<file path="config.mk">
export PLATFORM = sky130hd
export DESIGN_NAME = blocked_systolic_mac
export DESIGN_NICKNAME = d
export VERILOG_FILES = /design/src/rtl/systolic_pkg.sv /design/src/rtl/systolic_pe.sv /design/src/rtl/blocked_systolic_mac.sv
export SDC_FILE = /design/constraint.sdc
export NUM_CORES = 2
export LEC_CHECK = 0
export BUFFER_PORTS_ARGS = -buffer_cell sky130_fd_sc_hd__buf_2
export CAP_MARGIN = 20
export CORE_ASPECT_RATIO = 1.2
export CORE_UTILIZATION = 70
export DETAILED_ROUTE_END_ITERATION = 16
export PLACE_DENSITY = 0.89
export SETUP_SLACK_MARGIN = 0.5
export SYNTH_ARGS = -nofsm -noshare
export SYNTH_HDL_FRONTEND = slang
export SYNTH_SLANG_ARGS = --single-unit
</file>
<file path="constraint.sdc">
create_clock -name clk -period 19.2 [get_ports clk]
set_input_delay 4.8 -clock clk [delete_from_list [all_inputs] [get_ports clk]]
set_output_delay 4.8 -clock clk [all_outputs]
set_load 0.02 [all_outputs]
</file>
<file path="src/rtl/systolic_pkg.sv">
// Shared helpers for the blocked systolic MAC: element slicing, run geometry, fixed-point math.
// Define SYSTOLIC_SATURATE_EN to make PE and accumulator arithmetic saturate instead of wrap.
package systolic_pkg;

`ifdef SYSTOLIC_SATURATE_EN
  localparam bit SatEn = 1'b1;
`else
  localparam bit SatEn = 1'b0;
`endif

  // Element 0 sits at the MSBs of a bus.
  function automatic int unsigned elem_lsb(input int unsigned idx, input int unsigned width,
                                           input int unsigned chunk);
    return (chunk - 1 - idx) * width;
  endfunction

  function automatic int unsigned calc_k(input int unsigned inner, input int unsigned n);
    return inner / n;
  endfunction

  function automatic int unsigned calc_finish(input int unsigned n);
    return 3 * n - 2;
  endfunction

  // Fit a wide signed value into width bits, sign-extended back to 64.
  function automatic logic signed [63:0] fx_fit(input logic signed [63:0] v,
                                                input int unsigned width);
    logic signed [63:0] max_v;
    logic signed [63:0] min_v;
    max_v = (64'sd1 <<< (width - 1)) - 64'sd1;
    min_v = -max_v - 64'sd1;
    if (SatEn) begin
      if (v > max_v) return max_v;
      if (v < min_v) return min_v;
    end
    return (v <<< (64 - width)) >>> (64 - width);
  endfunction

  function automatic logic signed [63:0] fx_mul(input logic signed [63:0] a,
                                                input logic signed [63:0] b,
                                                input int unsigned frac,
                                                input int unsigned width);
    return fx_fit((a * b) >>> frac, width);
  endfunction

endpackage

</file>
<file path="src/rtl/systolic_pe.sv">
// Output-stationary processing element: fixed-point MAC plus east/south pass registers.
// Arithmetic follows systolic_pkg (wrap, or saturate under SYSTOLIC_SATURATE_EN).
module systolic_pe
  import systolic_pkg::*;
#(
  parameter int unsigned WIDTH      = 16,
  parameter int unsigned FRAC_WIDTH = 8
) (
  input  logic                    clk,
  input  logic                    rst_n,
  input  logic                    i_valid,
  input  logic signed [WIDTH-1:0] i_a,
  input  logic signed [WIDTH-1:0] i_b,
  output logic signed [WIDTH-1:0] o_a,
  output logic signed [WIDTH-1:0] o_b,
  output logic signed [WIDTH-1:0] o_acc
);

  logic signed [WIDTH-1:0] r_a, r_b, r_acc;
  logic signed [63:0]      w_term;
  logic signed [WIDTH-1:0] w_sum;

  assign w_term = fx_mul(64'(i_a), 64'(i_b), FRAC_WIDTH, WIDTH);
  assign w_sum  = WIDTH'(fx_fit(64'(r_acc) + w_term, WIDTH));

  always_ff @(posedge clk or negedge rst_n) begin
    if (!rst_n) begin
      r_a   <= '0;
      r_b   <= '0;
      r_acc <= '0;
    end else if (i_valid) begin
      r_a   <= i_a;
      r_b   <= i_b;
      r_acc <= w_sum;
    end
  end

  assign o_a   = r_a;
  assign o_b   = r_b;
  assign o_acc = r_acc;

endmodule

</file>
<file path="src/rtl/blocked_systolic_mac.sv">
// Block matrix-multiply core: NxN systolic array plus a K-run block accumulator.
// Define SYSTOLIC_SATURATE_EN for saturating arithmetic (default build wraps).
module blocked_systolic_mac
  import systolic_pkg::*;
#(
  parameter int unsigned WIDTH           = 16,
  parameter int unsigned FRAC_WIDTH      = 8,
  parameter int unsigned BLOCK_SIZE      = 2,
  parameter int unsigned INNER_DIMENSION = 8,
  parameter int unsigned CHUNK_SIZE      = 4
) (
  input  logic                        clk,
  input  logic                        rst_n,
  input  logic                        reset_acc,
  input  logic                        en,
  input  logic [WIDTH*CHUNK_SIZE-1:0] input_w,
  input  logic [WIDTH*CHUNK_SIZE-1:0] input_n,
  output logic                        accumulator_done,
  output logic                        systolic_finish,
  output logic [WIDTH*CHUNK_SIZE-1:0] out
);

  localparam int unsigned N        = BLOCK_SIZE;
  localparam int unsigned K        = calc_k(INNER_DIMENSION, N);
  localparam int unsigned FinCycle = calc_finish(N);
  localparam int unsigned CntW     = $clog2(FinCycle + 1);
  localparam int unsigned RunW     = $clog2(K + 1);

  logic [CntW-1:0]         r_cnt;
  logic                    r_finish, r_finish_q;
  logic                    w_valid, w_acc_event;
  logic signed [WIDTH-1:0] w_feed_w [N];
  logic signed [WIDTH-1:0] w_feed_n [N];
  logic signed [WIDTH-1:0] w_pe_a   [N][N];
  logic signed [WIDTH-1:0] w_pe_b   [N][N];
  logic signed [WIDTH-1:0] w_pe_acc [N][N];
  logic signed [WIDTH-1:0] r_acc    [CHUNK_SIZE];
  logic [RunW-1:0]         r_runs;
  logic                    r_done;

  assign w_valid     = en & ~r_finish;
  assign w_acc_event = r_finish & ~r_finish_q;

  always_ff @(posedge clk or negedge rst_n) begin
    if (!rst_n) begin
      r_cnt      <= '0;
      r_finish   <= 1'b0;
      r_finish_q <= 1'b0;
    end else begin
      r_finish_q <= r_finish;
      if (w_valid) begin
        r_cnt <= r_cnt + 1'b1;
        if (r_cnt == CntW'(FinCycle - 1)) r_finish <= 1'b1;
      end
    end
  end

  // Skew is derived from the run counter: row/column j sees element k at cycle j+k.
  always_comb begin
    for (int unsigned j = 0; j < N; j++) begin
      w_feed_w[j] = '0;
      w_feed_n[j] = '0;
      for (int unsigned k = 0; k < N; k++) begin
        if (r_cnt == CntW'(j + k)) begin
          w_feed_w[j] = input_w[elem_lsb(j * N + k, WIDTH, CHUNK_SIZE) +: WIDTH];
          w_feed_n[j] = input_n[elem_lsb(j * N + k, WIDTH, CHUNK_SIZE) +: WIDTH];
        end
      end
    end
  end

  for (genvar r = 0; r < N; r++) begin : g_row
    for (genvar c = 0; c < N; c++) begin : g_col
      logic signed [WIDTH-1:0] w_a_in, w_b_in;
      if (c == 0) begin : g_w_edge
        assign w_a_in = w_feed_w[r];
      end else begin : g_w_chain
        assign w_a_in = w_pe_a[r][c-1];
      end
      if (r == 0) begin : g_n_edge
        assign w_b_in = w_feed_n[c];
      end else begin : g_n_chain
        assign w_b_in = w_pe_b[r-1][c];
      end
      systolic_pe #(
        .WIDTH      (WIDTH),
        .FRAC_WIDTH (FRAC_WIDTH)
      ) u_pe (
        .clk     (clk),
        .rst_n   (rst_n),
        .i_valid (w_valid),
        .i_a     (w_a_in),
        .i_b     (w_b_in),
        .o_a     (w_pe_a[r][c]),
        .o_b     (w_pe_b[r][c]),
        .o_acc   (w_pe_acc[r][c])
      );
    end
  end

  // Accumulator bank lives outside the rst_n domain so aborted runs never disturb it.
  always_ff @(posedge clk) begin
    if (!reset_acc) begin
      for (int unsigned i = 0; i < CHUNK_SIZE; i++) r_acc[i] <= '0;
      r_runs <= '0;
      r_done <= 1'b0;
    end else if (w_acc_event) begin
      for (int unsigned r = 0; r < N; r++) begin
        for (int unsigned c = 0; c < N; c++) begin
          r_acc[r*N+c] <= r_done ? w_pe_acc[r][c] :
              WIDTH'(fx_fit(64'(r_acc[r*N+c]) + 64'(w_pe_acc[r][c]), WIDTH));
        end
      end
      if (r_done) begin
        r_runs <= RunW'(1);
        r_done <= 1'b0;
      end else begin
        r_runs <= r_runs + 1'b1;
        if (r_runs == RunW'(K - 1)) r_done <= 1'b1;
      end
    end
  end

  always_comb begin
    out = '0;
    for (int unsigned i = 0; i < CHUNK_SIZE; i++) begin
      out[elem_lsb(i, WIDTH, CHUNK_SIZE) +: WIDTH] = r_acc[i];
    end
  end

  assign accumulator_done = r_done;
  assign systolic_finish  = r_finish;

endmodule

</file>
==> impl_metrics.yaml <==
floorplanning:
  ios: 198
  die_width_um: 227.2
  coreArea_um2: 59840
  initial_core_util_pct: 71.21
  fp.dieH_um: 272.3
  die_area_um2: 61870
  fp-row-count: 98
grt:
  grt_pass1_wl_mm: 187.2
  overflow: 0
  grt_use_total_pct: 39.14
  grt_max_degree: 93
  antenna_found_initial: 3
  grt_pass1_vias: 37135
place:
  place.gp.congestion: 1.022
  detailedPlace.worstSlack_ns: 6.432
  dpl_cell_area_um2: 44100
  numPortBuffers: 197
  place_hpwl_mm: 90.23
clocking:
  cts_setup_buffers: 0
  cts_max_path_buffers: 3
  cts_hold_buf: 0
  path_clk_slew_ns: 0.06
  cts_buffers: 25
  numClockSinks: 201
  cts_tree: "yes"
  worstSkewPairLatency_ns: 0.57
  cts_resized: 0
  htreeDepth: 1
  root_buffer: "clkbuf_16"
sta:
  setup_viol: 0
  fin_ws_ns: 6.845
  rsz0062_at_grt: "false"
  setup_tns_ns: 0
  maxSlewHeadroom_pct: 12.91
  worst-slew-pin-transition_ns: 1.306
  fmax_mhz: 80.94
  fin_crit_ns: 12.36
  hold_viol: 0
  min_period_over_period_pct: 64.35
  final.setup_skew_ns: 0.03010
  slew_violations: 0
setup_path:
  cp_common_cell: "fa_1"
  crit_slowest_cell: "a22oi_1"
  endpoint_kind: "flip-flop"
  crit_arrival_ns: 12.79
  start_kind: "input port"
  critPathKind: "input port to flip-flop"
  cp_max_fo: 11
  crit_required_ns: 19.63
  crit_path_max_incr_delay_ns: 1.02
synthesis:
  synth_top_area_share_pct: 35.33
  avgSynthCellArea_um2: 8.950
  synth-seq-cells: 201
  synth_common_cells: "977 x inv_1, 752 x fa_1, 620 x nand2_1"
  post_synth_inst_count: 4761
  synthTopCellsByArea: "fa_1 35%, ha_1 12%, inv_1 8.6%"
  yosysSeqAreaShare_pct: 12.51
  synth_top_area_cell: "fa_1"
  yosys_warnings: 0
  synth-edff-count: 64
  async_flop_share_pct: 66.17
  ys_types: 70
  syn_nets: 6055
  yosysMostFrequentCell: "inv_1"
  synth-main-ff-cell: "dfrtp_1"
  synthesis.area_um2: 42610
routing:
  dr.pass1.iters: 7
  ant_nets: 0
  drcViolationCount: 0
  drt-total-wl_mm: 116.4
  drt_iter0_drc: 2903
  wl_per_cell_um: 20.61
  viasPerCell: 6.057
  vias: 34196
final_layout:
  area_growth_pct: 5.552
  antenna_cells: 0
  drive_gt1_share_pct: 7.078
  fin_area_um2: 44980
  finalNetCount: 6121
outcome:
  outcome: "completed"
worst_hold_path:
  min_path_type: "flip-flop to flip-flop"
job:
  cap_violations: 0
[state kept, by name, indices dropped and copies added (netlist names)]
register and count:
g_row.g_col.u_pe.o_b 32, systolic_finish 1, g_row.g_col.u_pe.o_acc 64, accumulator_done 1
r_runs 3, r_acc 64, g_row.g_col.u_pe.o_a 32, r_finish_q 1
r_cnt 3
[worst max-delay path: cells and delay by family]
family / cells / cell delay, ns
buffers and inverters: 5 / 0.30
AOI/OAI and AO/OA: 11 / 3.01
xor gates and xnor gates: 4 / 0.65
adders and majority gates: 8 / 3.55
and+or+nand+nor: 4 / 0.45
[final timing paths]
kind                                                     to  cells past startpoint  slack [ns]            start
setup / recovery           g_row[0].g_col[0].u_pe.o_acc[15]                     32        6.84      input_w[35]
hold / removal                                   r_finish_q                      0        0.45  systolic_finish
setup reg to reg           g_row[0].g_col[1].u_pe.o_acc[15]                     33        9.32         r_cnt[1]
hold reg to reg                                  r_finish_q                      0        0.45  systolic_finish
max in group asynchronous    g_row[0].g_col[1].u_pe.o_b[11]                      2       13.54            rst_n
min in group asynchronous  g_row[0].g_col[0].u_pe.o_acc[14]                      1        4.25            rst_n
[cell type report]
class,count,area (um2)
Fill cell,4002,14860
Clock buffer,30,664.4
Inverter,977,3667
Multi-Input combinational cell,3399,32910
Clock inverter,16,211.5
Sequential cell,201,5334
Timing Repair Buffer,223,1187
Tap cell,800,1001
[layer usage]
metal	vias to the layer above	global-route usage, %	part of all wire (%)
met5	-	0	0.042
met4	6	33.38	10
met3	727	7.864	8.7
met2	1897	65.56	49
met1	16802	42.30	32
li1	14764	-	-
[layout by cell type (no fill, tap or decap), types with 7 or more instances in the layout]
cell	netlist	routed
o21ai_0	144	144
nand4_1	7	7
or3_1	13	13
o21bai_1	23	23
o31ai_1	7	7
ha_1	410	410
a22oi_1	29	29
nor3_1	41	41
nand2_1	620	620
dfrtp_1	133	133
edfxtp_1	64	64
a21o_1	57	57
a22o_1	51	51
nand3_1	16	16
nand3b_1	10	10
inv_1	977	976
xnor2_1	165	165
clkbuf_16	0	25
buf_2	10	196
nor2b_1	32	30
and2_1	286	286
and3_1	10	10
a21oi_1	149	149
a211oi_1	8	8
xor2_1	72	72
or2_2	12	12
o21a_1	17	17
nor2_1	284	284
mux2i_1	12	12
a31oi_1	13	13
nand2b_1	36	35
buf_4	2	26
nor3b_1	7	7
fa_1	752	752
mux2_2	40	40
[kinds of logic after synthesis]
family	share of synthesized area (%)
flip-flops	12.51
buffers and inverters	10.31
XOR/XNOR	4.871
multiplexers	1.339
adder cells (fa/ha/maj)	47.37
AO/OA/AOI/OAI	8.527
AND/OR/NAND/NOR	15.08
[per-stage QoR]
| step | instances | hold slack (ns) | util (%) |
|---|---|---|---|
| final | 5646 | 0.4488 | 75.17 |
| after global routing | 5646 | 0.4763 | 75.17 |
| after CTS | 5646 | 0.4507 | 75.17 |
| after detailed placement | 5600 | 0.4467 | 73.70 |
| after global placement | 5600 | 0.4323 | 73.70 |
| after floorplan | 4761 | 0.4464 | - |
Power is left out: the tool's default activity adds up to more than one toggle a clock period on the data nets, which glitch-free logic cannot reach.
